===== src/rtl/bcd_add_seq_if.sv =====
// Start/busy/done handshake and operand/result bus of the sequential BCD adder.
// The sub line exists only when BCD_SUB_EN is defined.
`timescale 1ns/1ps
interface bcd_add_seq_if #(parameter int DIGITS = 4);
   logic                  start;
   logic [4*DIGITS-1:0]   a;
   logic [4*DIGITS-1:0]   b;
   logic                  cin;
`ifdef BCD_SUB_EN
   logic                  sub;
`endif
   logic                  busy;
   logic                  done;
   logic [4*DIGITS-1:0]   sum;
   logic                  cout;
   logic                  err;
   logic [2:0]            phase;

   modport master (
`ifdef BCD_SUB_EN
      output sub,
`endif
      output start, a, b, cin,
      input  busy, done, sum, cout, err, phase
   );

   modport slave (
`ifdef BCD_SUB_EN
      input  sub,
`endif
      input  start, a, b, cin,
      output busy, done, sum, cout, err, phase
   );
endinterface


===== src/rtl/bcd_add_seq.sv =====
// Sequential multi-digit BCD adder, one digit per SUM/CHECK/(CORR)/NEXT pass.
// Define BCD_SUB_EN to add ten's-complement subtraction via the sub input.
`timescale 1ns/1ps
module bcd_add_seq #(
   parameter int DIGITS = 4
) (
   input  logic           clk,
   input  logic           rst,
   bcd_add_seq_if.slave   bus
);
   localparam int W     = 4 * DIGITS;
   localparam int IDX_W = (DIGITS > 1) ? $clog2(DIGITS) : 1;

   typedef enum logic [2:0] {
      IDLE  = 3'd0,
      SUM   = 3'd1,
      CHECK = 3'd2,
      CORR  = 3'd3,
      NEXT  = 3'd4,
      DONE  = 3'd5
   } state_t;

   state_t             r_state;
   state_t             w_next;
   logic [W-1:0]       r_a;
   logic [W-1:0]       r_b;
   logic [W-1:0]       r_sum;
   logic [4:0]         r_tmp;
   logic               r_carry;
   logic               r_cout;
   logic               r_err;
   logic [IDX_W-1:0]   r_idx;

   logic [W-1:0]       w_b_lat;
   logic               w_cin_lat;
   logic [3:0]         w_a_dig;
   logic [3:0]         w_b_dig;
   logic [3:0]         w_corr;
   logic               w_last;
   logic               w_bad;

   function automatic logic bad_digit(input logic [W-1:0] v);
      logic f;
      f = 1'b0;
      for (int i = 0; i < DIGITS; i++)
         if (v[i*4 +: 4] > 4'd9) f = 1'b1;
      return f;
   endfunction

`ifdef BCD_SUB_EN
   function automatic logic [W-1:0] nines(input logic [W-1:0] v);
      logic [W-1:0] r;
      r = '0;
      for (int i = 0; i < DIGITS; i++)
         r[i*4 +: 4] = 4'd9 - v[i*4 +: 4];
      return r;
   endfunction
`endif

   // Operand transform applied at accept; err always judges the raw b.
   always_comb begin
`ifdef BCD_SUB_EN
      w_b_lat   = bus.sub ? nines(bus.b) : bus.b;
      w_cin_lat = bus.sub ? 1'b1 : bus.cin;
`else
      w_b_lat   = bus.b;
      w_cin_lat = bus.cin;
`endif
      w_bad     = bad_digit(bus.a) | bad_digit(bus.b);
      w_a_dig   = r_a[int'(r_idx)*4 +: 4];
      w_b_dig   = r_b[int'(r_idx)*4 +: 4];
      w_corr    = r_tmp[3:0] + 4'd6;
      w_last    = (r_idx == IDX_W'(DIGITS - 1));
   end

   always_ff @(posedge clk or negedge rst) begin
      if (!rst) r_state <= IDLE;
      else      r_state <= w_next;
   end

   always_comb begin
      w_next = r_state;
      case (r_state)
         IDLE:    if (bus.start) w_next = SUM;
         SUM:     w_next = CHECK;
         CHECK:   w_next = (r_tmp >= 5'd10) ? CORR : NEXT;
         CORR:    w_next = NEXT;
         NEXT:    w_next = w_last ? DONE : SUM;
         DONE:    w_next = IDLE;
         default: w_next = IDLE;
      endcase
   end

   always_ff @(posedge clk or negedge rst) begin
      if (!rst) begin
         r_a     <= '0;
         r_b     <= '0;
         r_sum   <= '0;
         r_tmp   <= '0;
         r_carry <= 1'b0;
         r_cout  <= 1'b0;
         r_err   <= 1'b0;
         r_idx   <= '0;
      end else begin
         case (r_state)
            IDLE: begin
               if (bus.start) begin
                  r_a     <= bus.a;
                  r_b     <= w_b_lat;
                  r_carry <= w_cin_lat;
                  r_idx   <= '0;
                  r_sum   <= '0;
                  r_err   <= w_bad;
               end
            end
            SUM:   r_tmp <= {1'b0, w_a_dig} + {1'b0, w_b_dig} + {4'd0, r_carry};
            CHECK: begin
               if (r_tmp < 5'd10) begin
                  r_sum[int'(r_idx)*4 +: 4] <= r_tmp[3:0];
                  r_carry                   <= 1'b0;
               end
            end
            CORR: begin
               r_sum[int'(r_idx)*4 +: 4] <= w_corr;
               r_carry                   <= 1'b1;
            end
            // cout is captured on the way into DONE so it is valid with done.
            NEXT: begin
               if (w_last) r_cout <= r_carry;
               else        r_idx  <= r_idx + 1'b1;
            end
            default: ;
         endcase
      end
   end

   assign bus.busy  = (r_state != IDLE);
   assign bus.done  = (r_state == DONE);
   assign bus.sum   = r_sum;
   assign bus.cout  = r_cout;
   assign bus.err   = r_err;
   assign bus.phase = r_state;
endmodule

===== src/flat_wrapper.sv =====
// flat-port wrapper written by rule: the top's interface ports become plain ports
module bcd_add_seq_flat 
#(
   parameter int DIGITS = 4
)
  (clk, rst, bus_start, bus_a, bus_b, bus_cin, bus_busy, bus_done, bus_sum, bus_cout, bus_err, bus_phase);
  bcd_add_seq_if #(.DIGITS(DIGITS)) bus_i ();
  input  logic clk;
  input  logic rst;
  input wire logic [$bits(bus_i.start)-1:0] bus_start;
  input wire logic [$bits(bus_i.a)-1:0] bus_a;
  input wire logic [$bits(bus_i.b)-1:0] bus_b;
  input wire logic [$bits(bus_i.cin)-1:0] bus_cin;
  output wire logic [$bits(bus_i.busy)-1:0] bus_busy;
  output wire logic [$bits(bus_i.done)-1:0] bus_done;
  output wire logic [$bits(bus_i.sum)-1:0] bus_sum;
  output wire logic [$bits(bus_i.cout)-1:0] bus_cout;
  output wire logic [$bits(bus_i.err)-1:0] bus_err;
  output wire logic [$bits(bus_i.phase)-1:0] bus_phase;
  assign bus_i.start = bus_start;
  assign bus_i.a = bus_a;
  assign bus_i.b = bus_b;
  assign bus_i.cin = bus_cin;
  assign bus_busy = bus_i.busy;
  assign bus_done = bus_i.done;
  assign bus_sum = bus_i.sum;
  assign bus_cout = bus_i.cout;
  assign bus_err = bus_i.err;
  assign bus_phase = bus_i.phase;
  bcd_add_seq #(.DIGITS(DIGITS)) u_core (.clk(clk), .rst(rst), .bus(bus_i));
endmodule

===== config.mk =====
export PLATFORM = sky130hd
export DESIGN_NAME = bcd_add_seq_flat
export DESIGN_NICKNAME = d
export VERILOG_FILES = /design/src/rtl/bcd_add_seq_if.sv /design/src/rtl/bcd_add_seq.sv /design/src/flat_wrapper.sv
export SDC_FILE = /design/constraint.sdc
export NUM_CORES = 1
export LEC_CHECK = 0
export CORE_MARGIN = 4
export CORE_UTILIZATION = 50
export DETAILED_ROUTE_END_ITERATION = 7
export PLACE_DENSITY = 0.76
export SYNTH_ARGS = -nofsm -noshare
export SYNTH_HDL_FRONTEND = slang
export SYNTH_SLANG_ARGS = --single-unit

===== constraint.sdc =====
create_clock -name clk -period 3 [get_ports clk]
set_input_delay 0.45 -clock clk [delete_from_list [all_inputs] [get_ports clk]]
set_output_delay 0.45 -clock clk [all_outputs]
set_load 0.02 [all_outputs]

== After elaboration in Yosys (flattened, before gate mapping) ==
Cells that the tools add are included.

* Add/subtract/negate cells: 5
* Order comparisons: 10
* Equality and inequality tests: 9
* Shift operators: 5
* Mux-type cells: 23
* Bitwise gates (word level): 1
* Reduce and logical (&&, ||, !) cells: 8

{| class="wikitable"
|+ Operators by type and width
! operator !! number
|-
| $shiftx 4x33->16 || 2
|-
| $pmux 16 s3 || 1
|-
| $neg 4->33 || 1
|-
| $shift 4x33->16 const A || 1
|-
| $bwmux 16 || 2
|-
| $gt 4x4->1 const B || 8
|-
| $mux 16 || 2
|-
| $shiftx 16x5->4 || 2
|-
| $pmux 3 s5 || 1
|-
| $mux 1 || 10
|-
| $mux 3 || 3
|-
| $eq 3x2->1 const B || 2
|-
| $eq 3x3->1 const B || 2
|-
| $reduce_and 3->1 || 2
|-
| $reduce_bool 3->1 || 2
|-
| $add 4x4->5 || 1
|-
| $add 5x1->5 || 1
|-
| $ge 5x4->1 const B || 1
|-
| $lt 5x4->1 const B || 1
|-
| $add 4x3->4 const B || 1
|-
| $mux 2 || 2
|-
| $ne 2x2->1 const B || 2
|-
| $pmux 2 s2 || 1
|-
| $reduce_and 2->1 || 2
|-
| 8 further kinds || 8
|}

* Bits in registers: 61
* Input port bits: 36
* Output and inout port bits: 23
* Word-level logic and storage cells: 70

== Longest topological paths before layout ==
Gate-level depths: netlist of the first run.

* Depth after elaboration: 6
* Gate-level depth with buffers: 8
* Gate-level depth less buffers: 7

== Worst setup path after synthesis of the first run ==
OpenSTA, ideal clock, no wires.

* Path kind: register -> register
* From: reg u_core.r_idx[0]
* To: reg u_core.r_tmp[3]
* Library setup time: 127 ps
* Arrival: 2159 ps
* Required time: 2873 ps
* Slack: 714 ps
* Cell stages (with the launch flop): 8
* Buffers on the path: 1
* Clock period less this slack: 2286 ps
* Cell sequence: dfrtp_1 -> buf_4 -> mux4_2 -> fa_1 -> a21o_1 -> a21oi_1 -> xor2_1 -> o21ai_1

* Cells in the longest elaborated chain, start to end: 3
* Elaborated cells on any way between the ends: 4
* Those cells by class: add/sub: 2; shift: 2

{| class="wikitable"
|+ Ends and longest elaborated chain
! element !! RTL line !! source
|-
| from (decl) || bcd_add_seq.sv:32 || <nowiki>logic [IDX_W-1:0] r_idx;</nowiki>
|-
| from (signal assigned) || bcd_add_seq.sv:130 || <nowiki>else r_idx <= r_idx + 1'b1;</nowiki>
|-
| $shiftx 16x5->4 (on tied branches) || bcd_add_seq.sv:70, bcd_add_seq.sv:71 ||
|-
| $add 4x4->5 (*) || bcd_add_seq.sv:116 || <nowiki>SUM: r_tmp <= {1'b0, w_a_dig} + {1'b0, w_b_dig} + {4'd0, r_carry};</nowiki>
|-
| $add 5x1->5 (*) || bcd_add_seq.sv:116 ||
|-
| to (signal assigned) || bcd_add_seq.sv:116 ||
|-
| to (decl) || bcd_add_seq.sv:28 || <nowiki>logic [4:0] r_tmp;</nowiki>
|}

Mark *: on every way between the ends. The rest lies on a longest branch, timed or not.
A chain may end at the register's enable or synchronous reset.

== Worst setup path after layout of the first run ==
Ends and elaborated chain as after synthesis.

==> impl_metrics.yaml, run 1 <==
critical_path:
  cp.required_ns: 3.21
  crit_type: "register to register"
  crit_path_max_fanout: 14
  max_stage_delay_ns: 0.74
  crit_path_start_kind: "register"
  critPathBufInv: 1
  crit_family: "flip-flops"
  crit_arrival_ns: 2.70
  cpMaxStageDelayCell: "dfrtp_1"
  end_kind: "register"
  worstPathCellList: "buf_4 -> mux4_2 -> ha_1 -> a21o_1 -> a21oi_1 -> xor2_1 -> o21ai_1"
power:
  p_leak_nw: 1.930
  ir_drop_mv: 0.6850
  power_density_nw_per_um2: 1083
  p_total_w: 0.004479
cells_and_area:
  finalInstanceArea_um2: 4135
  fin_nets: 442
  syn_to_final_growth_pct: 27.07
  layout-drive-gt1-share: 0.1328
  fillers: 513
  antenna_cells: 0
drt:
  vias: 2619
  routed_wl_mm: 7.606
  ant_nets: 0
  drtPass1Iterations: 4
  route.detailed.drc: 0
  wl_met2_mm: 3.662
  vias_per_cell: 5.502
  first_iter_violations: 114
  wl_met3_um: 465
  top_layer: "met4"
  wl_per_cell_um: 15.98
  routedLengthMet1_mm: 3.302
clock_network:
  cts_resized: 0
  clk_latency_ns: 0.33
  clockRootBuffer: "clkbuf_8"
  cts_max_path_buffers: 2
  htree_levels: 3
  cts_tree: "done"
  cts_buffers: 9
  clk_pin_slew_ns: 0.07
  cts_sinks: 61
  cts_setup_buffers: 0
  ctsHoldBuffers: 0
timing:
  fin_tns_setup_ns: 0
  fin_crit_ns: 2.495
  setup_viol: 0
  skew_ns: 0.008386
  hold_ws_ns: 0.1352
  fin_crit_sh: 0.8315
  timing.final.hold_violations: 0
  maxSlewHeadroom: 0.4493
  max_freq_mhz: 400.9
  worst_pin_slew_ns: 0.8260
  rsz0062_at_grt: "no"
  slew_viol_final: 0
worst_hold_path:
  hold_path.class: "input pin to async pin"
global_route:
  antenna_found_initial: 0
  first_global_vias: 2731
  grt_max_degree: 38
  grt_pass1_wl_mm: 12.62
  overflow: 0
  grt_usage: 0.2117
placed_design:
  gp_congestion: 0.9208
  place_area_um2: 3891
  portBuffers: 58
  dpl.hpwl_mm: 5.653
die:
  num_rows: 29
  start_util: 0.5125
  die-area_um2: 7863
  pin_count: 59
  dieWidth_um: 88.68
  fp.dieH_um: 88.68
  core_um2: 6350
synthesis:
  synth_area_um2: 3254
  yosysWarnings: 0
  yosysTopAreaCellShare: 0.4691
  synthArstFlopShare: 1.000
  yosysTopAreaCell: "dfrtp_1"
  synth_nets: 379
  synth_commonest_cells: "nand2_1, dfrtp_1, o21ai_0, ha_1, nor2_1"
  synth_ff_type: "dfrtp_1"
  synth.distinct_cells: 58
  syn_avg_cell_area_um2: 9.832
  netlist_instances: 331
  synth_area_leaders: "dfrtp_1, nand2_1, mux4_2"
  synth.most_common_cell: "nand2_1"
  synth_edf_count: 0
  yosys_register_bits: 61
  synth-seq-area-share: 0.4691
flow_run:
  max_cap_viol_count: 0
run_status:
  outcome: "completed"
[sequential cells by signal (all words and copies together), names as in the netlist, 2 cells and up]
| name | count |
|---|---|
| u_core.r_a | 16 |
| u_core.bus.phase | 3 |
| u_core.bus.sum | 16 |
| u_core.r_idx | 2 |
| u_core.r_tmp | 5 |
| u_core.r_b | 16 |
[power breakdown]
part | switching (W) | internal, W
Sequential | 0.000321 | 0.00115
Combinational | 0.00118 | 0.000958
Clock | 0.000308 | 0.000557
Total | 0.00181 | 0.00266
[cell usage in the layout, fill, tap and decap left out, drive strengths merged, types with 6 or more instances in the layout]
cell,n
nand3,6
buf,8
o21ai,22
a21oi,6
nor2,13
nand2,117
dfrtp,61
inv,10
clkdlybuf4s50,57
clkbuf,13
ha,10
mux4,8
[worst paths after layout]
path | start | endpoint | slack, ns | depth (start not counted)
setup / recovery | u_core.r_idx[0]$_DFFE_PN0P_ | u_core.r_tmp[3]$_DFFE_PN0P_ | 0.51 | 7
hold reg to reg | u_core.r_b[10]$_DFFE_PN0P_ | u_core.r_b[10]$_DFFE_PN0P_ | 0.48 | 2
max in group asynchronous | rst | u_core.r_b[13]$_DFFE_PN0P_ | 2.02 | 2
min in group clk | u_core.r_b[10]$_DFFE_PN0P_ | u_core.r_b[10]$_DFFE_PN0P_ | 0.48 | 2
hold / removal | rst | u_core.r_tmp[1]$_DFFE_PN0P_ | 0.14 | 1
setup reg to reg | u_core.r_idx[0]$_DFFE_PN0P_ | u_core.r_tmp[3]$_DFFE_PN0P_ | 0.51 | 7
[cells by family after synthesis]
logic type / count (synthesis) / synth area share
compound gates: 56 / 0.1365
simple gates: 161 / 0.2192
xor+xnor: 4 / 0.01077
buf+inv: 23 / 0.03922
fa+ha+maj: 12 / 0.05075
mux: 14 / 0.07459
flops: 61 / 0.4690
[final cells by class]
| class | instances | area (um2) | share of cell area |
|---|---|---|---|
| Sequential cell | 61 | 1526 | 0.3691 |
| Inverter | 10 | 40.04 | 0.009682 |
| Tap cell | 77 | 96.34 | 0.02330 |
| Timing Repair Buffer | 65 | 628.1 | 0.1519 |
| Multi-Input combinational cell | 247 | 1600 | 0.3870 |
| Clock buffer | 13 | 178.9 | 0.04327 |
| Clock inverter | 3 | 65.06 | 0.01573 |
[routing by layer]
metal  GRT usage  up-vias
met5           0        -
met4      0.1071        0
met3     0.03538       20
met2      0.3543       96
met1      0.2636     1242
li1            -     1261
[through the flow]
| step | cells | util | setup WS, ns |
|---|---|---|---|
| after floorplan | 331 | - | 0.7140 |
| final | 476 | 0.6512 | 0.5055 |
| after CTS | 476 | 0.6512 | 0.4800 |
| after global placement | 460 | 0.6128 | 0.5615 |
| after global routing | 476 | 0.6512 | 0.3510 |
| after detailed placement | 460 | 0.6128 | 0.4959 |
Power figures use the tool's default switching activity.
==> inputs of run 2 (changes only) <==
Settings changed: CORE_UTILIZATION 50 to 47, PLACE_DENSITY 0.76 to 0.75.
Clock period 3 ns to 2.1 ns, I/O delays scaled along.
==> run 2 against run 1 <==
  * Die area increased by 5.8%
  * Sequential cell count unchanged
  * Power increased by 42%
  * Routed wire length increased by 1.0%
  * Final area increased by 1.3%
  * First-iteration DRC count increased by 23%
  * Core utilization decreased by 3.1 points
  * Global-route usage decreased by 1.7 points
  * Critical path depth decreased by 1
  * Critical path type unchanged
  * Critical endpoint unchanged
  * Largest cell class unchanged
==> impl_metrics.yaml, run 2 (synthesis results as in run 1) <==
run_status:
  outcome: "completed"
global_route:
  grt_max_degree: 45
  antenna_found_initial: 0
  first_global_vias: 2661
  grt_usage: 0.1947
  grt_pass1_wl_mm: 12.74
  overflow: 0
placed_design:
  portBuffers: 58
  place_area_um2: 3953
  gp_congestion: 0.8457
  dpl.hpwl_mm: 5.791
die:
  num_rows: 30
  core_um2: 6756
  fp.dieH_um: 91.21
  die-area_um2: 8319
  start_util: 0.4817
  pin_count: 59
  dieWidth_um: 91.21
critical_path:
  worstPathCellList: "buf_4 -> mux4_2 -> ha_1 -> a21oi_2 -> xor2_1 -> o21ai_1"
  crit_arrival_ns: 2.25
  crit_path_start_kind: "register"
  rrSetupSlack_ns: 0.06
  max_stage_delay_ns: 0.53
  rr_worst_depth: 6
  crit_type: "register to register"
  crit_path_max_fanout: 10
  end_kind: "register"
  cpMaxStageDelayCell: "mux4_2"
  r2r_end: "u_core.r_tmp[3]$_DFFE_PN0P_"
  cp.required_ns: 2.31
  reg2reg_from: "u_core.r_idx[0]$_DFFE_PN0P_"
clock_network:
  htree_levels: 3
  cts_max_path_buffers: 2
  cts_tree: "done"
  cts_sinks: 61
  clk_pin_slew_ns: 0.07
  cts_buffers: 9
  clockRootBuffer: "clkbuf_8"
  clk_latency_ns: 0.34
timing:
  maxSlewHeadroom: 0.6988
  slew_viol_final: 0
  max_freq_mhz: 489.6
  setup_viol: 0
  fin_crit_ns: 2.043
  rsz0062_at_grt: "yes"
  worst_pin_slew_ns: 0.4489
  fin_crit_sh: 0.9727
  timing.final.hold_violations: 0
  skew_ns: 0.006352
cells_and_area:
  antenna_cells: 0
  layout-drive-gt1-share: 0.1650
  finalInstanceArea_um2: 4189
  final_common_cell: "nand2_1"
  final_cell_mix: "nand2_1, dfrtp_1, clkdlybuf4s50_1, o21ai_0, buf_4"
  fin_util: 0.6200
  syn_to_final_growth_pct: 28.72
  fin_nets: 451
drt:
  drtPass1Iterations: 4
  first_iter_violations: 140
  wl_per_cell_um: 15.81
  vias_per_cell: 5.438
  routed_wl_mm: 7.684
  route.detailed.drc: 0
  vias: 2643
  ant_nets: 0
power:
  p_leak_nw: 1.948
  p_total_w: 0.006378
  power_density_nw_per_um2: 1523
  ir_drop_mv: 0.5936
worst_hold_path:
  hold_path.class: "input pin to async pin"
flow_run:
  max_cap_viol_count: 0
-- run 2: changes by cell type in the layout (fill, tap and decap cells not counted), sizes merged --
cell	previous run	this run
buf	8	16
dlygate4sd3	0	1
bufinv	2	0
-- run 2: layout make-up --
| class | count | area, um2 |
|---|---|---|
| Sequential cell | 61 | 1529 |
| Clock buffer | 13 | 178.9 |
| Clock inverter | 1 | 5.005 |
| Tap cell | 80 | 100.1 |
| Multi-Input combinational cell | 247 | 1625 |
| Fill cell | 576 | 2567 |
| Timing Repair Buffer | 74 | 710.7 |
| Inverter | 10 | 40.04 |
-- run 2: through the flow --
| stage | instances | TNS [ns] | worst slack (ns) | hold WS (ns) |
|---|---|---|---|---|
| 6_report | 486 | 0 | 0.05739 | 0.4525 |
| 3_5_place_dp | 468 | -0.02228 | -0.01141 | 0.2931 |
| 4_1_cts | 484 | 0 | 0.01622 | 0.4590 |
| 2_1_floorplan | 331 | -0.02453 | -0.01306 | 0.01941 |
| 5_1_grt | 486 | -0.08374 | -0.05095 | 0.4941 |
| 3_3_place_gp | 468 | 0 | 0.04708 | 0.2882 |
-- run 2: timing repair --
action	4_1_cts	5_1_grt
setup endpoints to repair	5	4
gates resized for setup	1	4
hold buffers	1	0
endpoints found under the hold margin	17	0
cloned	0	0
setup buffers	1	2
-- run 2: worst max-delay path, delay by kind of cell, from the launching register on --
| kind | cells | cell delay (ns) |
|---|---|---|
| multiplexers | 1 | 0.53 |
| AO/OA/AOI/OAI | 2 | 0.22 |
| XOR/XNOR | 1 | 0.15 |
| adder cells (fa/ha/maj) | 1 | 0.36 |
| buffers and inverters | 1 | 0.21 |
| flip-flops | 1 | 0.44 |
-- run 2: metal layers --
layer | track usage | up-vias | part of all wire
met5 | 0 | - | 0
met4 | 0.08668 | 0 | 0.020
met3 | 0.03811 | 15 | 0.049
met2 | 0.3237 | 83 | 0.50
met1 | 0.2459 | 1269 | 0.44
li1 | - | 1276 | -
-- run 2: worst max-delay path by stage --
| stage | start | to | cells past startpoint |
|---|---|---|---|
| global placement | u_core.r_idx[0]$_DFFE_PN0P_ | u_core.r_tmp[3]$_DFFE_PN0P_ | 6 |
| CTS | u_core.r_idx[0]$_DFFE_PN0P_ | u_core.r_tmp[3]$_DFFE_PN0P_ | 6 |
| global route | u_core.r_idx[0]$_DFFE_PN0P_ | u_core.r_tmp[3]$_DFFE_PN0P_ | 6 |
| finish | u_core.r_idx[0]$_DFFE_PN0P_ | u_core.r_tmp[3]$_DFFE_PN0P_ | 6 |
| floorplan | u_core.r_idx[0]$_DFFE_PN0P_ | u_core.r_tmp[1]$_DFFE_PN0P_ | 6 |
| detailed placement | u_core.r_idx[0]$_DFFE_PN0P_ | u_core.r_tmp[3]$_DFFE_PN0P_ | 6 |
-- run 2: power by group --
| group | switching [W] | internal, W |
|---|---|---|
| Sequential | 0.000390 | 0.00165 |
| Combinational | 0.00183 | 0.00152 |
| Clock | 0.000445 | 0.000543 |
| Total | 0.00267 | 0.00371 |
==> inputs of run 3 (changes only) <==
Settings changed: CORE_UTILIZATION 47 to 50, DONT_BUFFER_PORTS set to 1, PLACE_DENSITY 0.75 to 0.67.
==> run 3 against run 2 <==
  * Register-to-register slack lost 0.02 ns
  * Sequential cell count stayed put
  * Largest power group unchanged
  * Clock power increased by 4%
  * Critical path type unchanged
  * Final area is 13% lower
  * Final cell count is 12% lower
  * Combinational power shrank 11%
  * Critical endpoint is now u_core.r_tmp[1]$_DFFE_PN0P_
  * Critical path depth fell by 1
  * Power is 3.4% lower
  * First-iteration DRC count grew 18%
==> impl_metrics.yaml, run 3 (synthesis results as in run 1) <==
timing:
  fin_crit_ns: 2.059
  hold_ws_ns: 0.08431
  fin_crit_sh: 0.9804
  setup_slack_ns: 0.04111
  timing.final.hold_violations: 0
  maxSlewHeadroom: 0.6315
  slew_viol_final: 0
  worst_pin_slew_ns: 0.5527
  max_freq_mhz: 485.7
  setup_viol: 0
  skew_ns: 0.008685
  rsz0062_at_grt: "yes"
global_route:
  overflow: 0
  antenna_found_initial: 0
  grt_max_degree: 62
  first_global_vias: 2627
  grt_pass1_wl_mm: 12.91
  grt_usage: 0.2178
die:
  dieWidth_um: 88.68
  fp.dieH_um: 88.68
  pin_count: 59
  num_rows: 29
  start_util: 0.5125
  die-area_um2: 7863
  core_um2: 6350
drt:
  ant_nets: 0
  drtPass1Iterations: 5
  routed_wl_mm: 7.560
  vias_per_cell: 5.680
  wl_per_cell_um: 17.66
  vias: 2431
  route.detailed.drc: 0
  first_iter_violations: 165
flow_run:
  max_cap_viol_count: 0
cells_and_area:
  final_cell_mix: "nand2_1, dfrtp_1, o21ai_0, buf_4"
  final_common_cell: "nand2_1"
  fin_util: 0.5764
  layout-drive-gt1-share: 0.1852
  fin_cells: 428
  syn_to_final_growth_pct: 12.46
  antenna_cells: 0
  fin_nets: 394
placed_design:
  gp_congestion: 0.8630
  dpl.hpwl_mm: 5.561
  dp_slack_ns: -0.02067
  portBuffers: 0
  placed_cells: 407
clock_network:
  cts_max_path_buffers: 2
  cts_buffers: 9
  clk_latency_ns: 0.34
  htree_levels: 3
  cts_sinks: 61
  cts_tree: "done"
  clk_pin_slew_ns: 0.07
  clockRootBuffer: "clkbuf_8"
power:
  internal_power_w: 0.003514
  p_total_w: 0.006162
  p_clk_frac: 0.167
  pwr-share-comb: 0.482
  power_density_nw_per_um2: 1684
  p_sw_frac: 0.4297
  ir_drop_mv: 0.9379
  pwr-share-seq: 0.351
  p_leak_nw: 1.751
  p_switching_w: 0.002648
critical_path:
  crit_path_max_fanout: 7
  crit_arrival_ns: 2.32
  crit_type: "register to register"
  cp.required_ns: 2.36
  crit_path_start_kind: "register"
  end_kind: "register"
worst_hold_path:
  hold_path.class: "input pin to register"
run_status:
  outcome: "completed"
-- run 3: cell count changes in the layout (fill, tap and decap cells not counted), sizes merged --
cell | before | now
clkdlybuf4s50 | 57 | 0
bufinv | 0 | 1
clkinv | 1 | 2
clkbuf | 13 | 12
clkinvlp | 0 | 1
-- run 3: per-stage QoR --
| stage | setup TNS, ns | instance area, um2 |
|---|---|---|
| floorplan | -0.02453 | 3266 |
| global placement | 0 | 3386 |
| detailed placement | -0.02919 | 3386 |
| CTS | 0 | 3631 |
| global route | -0.2314 | 3660 |
| finish | 0 | 3660 |
-- run 3: path summary, 6_finish.rpt --
check | start | endpoint | slack, ns | depth (start not counted)
worst max-delay path | u_core.r_idx[0]$_DFFE_PN0P_ | u_core.r_tmp[1]$_DFFE_PN0P_ | 0.04 | 5
worst min-delay path | bus_b[9] | u_core.r_b[9]$_DFFE_PN0P_ | 0.08 | 2
worst max register to register | u_core.r_idx[0]$_DFFE_PN0P_ | u_core.r_tmp[1]$_DFFE_PN0P_ | 0.04 | 5
worst min register to register | u_core.r_a[15]$_DFFE_PN0P_ | u_core.r_a[15]$_DFFE_PN0P_ | 0.48 | 2
max in group asynchronous | rst | u_core.r_idx[0]$_DFFE_PN0P_ | 1.33 | 2
min in group asynchronous | rst | u_core.bus.sum[5]$_DFFE_PN0P_ | 0.51 | 2
-- run 3: final cells by class --
class,instances,area [um2]
Timing Repair Buffer,17,178.9
Clock buffer,12,145.1
Inverter,10,40.04
Sequential cell,61,1528
Tap cell,77,96.34
Fill cell,573,2690
Multi-Input combinational cell,247,1624
Clock inverter,4,47.55
-- run 3: repair_timing --
action | 4_1_cts | 5_1_grt
pin swaps | 4 | 3
hold buffers | 2 | 0
buffers inserted | 2 | 1
endpoints found under the setup margin | 3 | 8
endpoints found under the hold margin | 61 | 0
gates resized for setup | 0 | 4
-- run 3: power groups by stage --
stage	Combinational, W	Sequential, W	Clock [W]
5_1_grt	0.00338	0.00224	0.00111
2_1_floorplan	0.00229	0.00202	0
3_5_place_dp	0.00283	0.00220	0
3_3_place_gp	0.00276	0.00219	0
6_report	0.00297	0.00216	0.00103
4_1_cts	0.00290	0.00217	0.00105
-- run 3: metal layers --
metal / vias to the layer above / global-route usage / routed length [um]
met5: - / 0 / 0
met4: 0 / 0.08379 / 129
met3: 10 / 0.05959 / 482
met2: 80 / 0.3300 / 3530
met1: 1175 / 0.2983 / 3418
li1: 1166 / - / -
-- run 3: critical path, cell delays in order (launching register included) --
cell     delay, ns
dfrtp_2       0.46
mux4_2        0.56
fa_2          0.38
inv_2         0.06
fa_1          0.40
o21ai_1       0.12
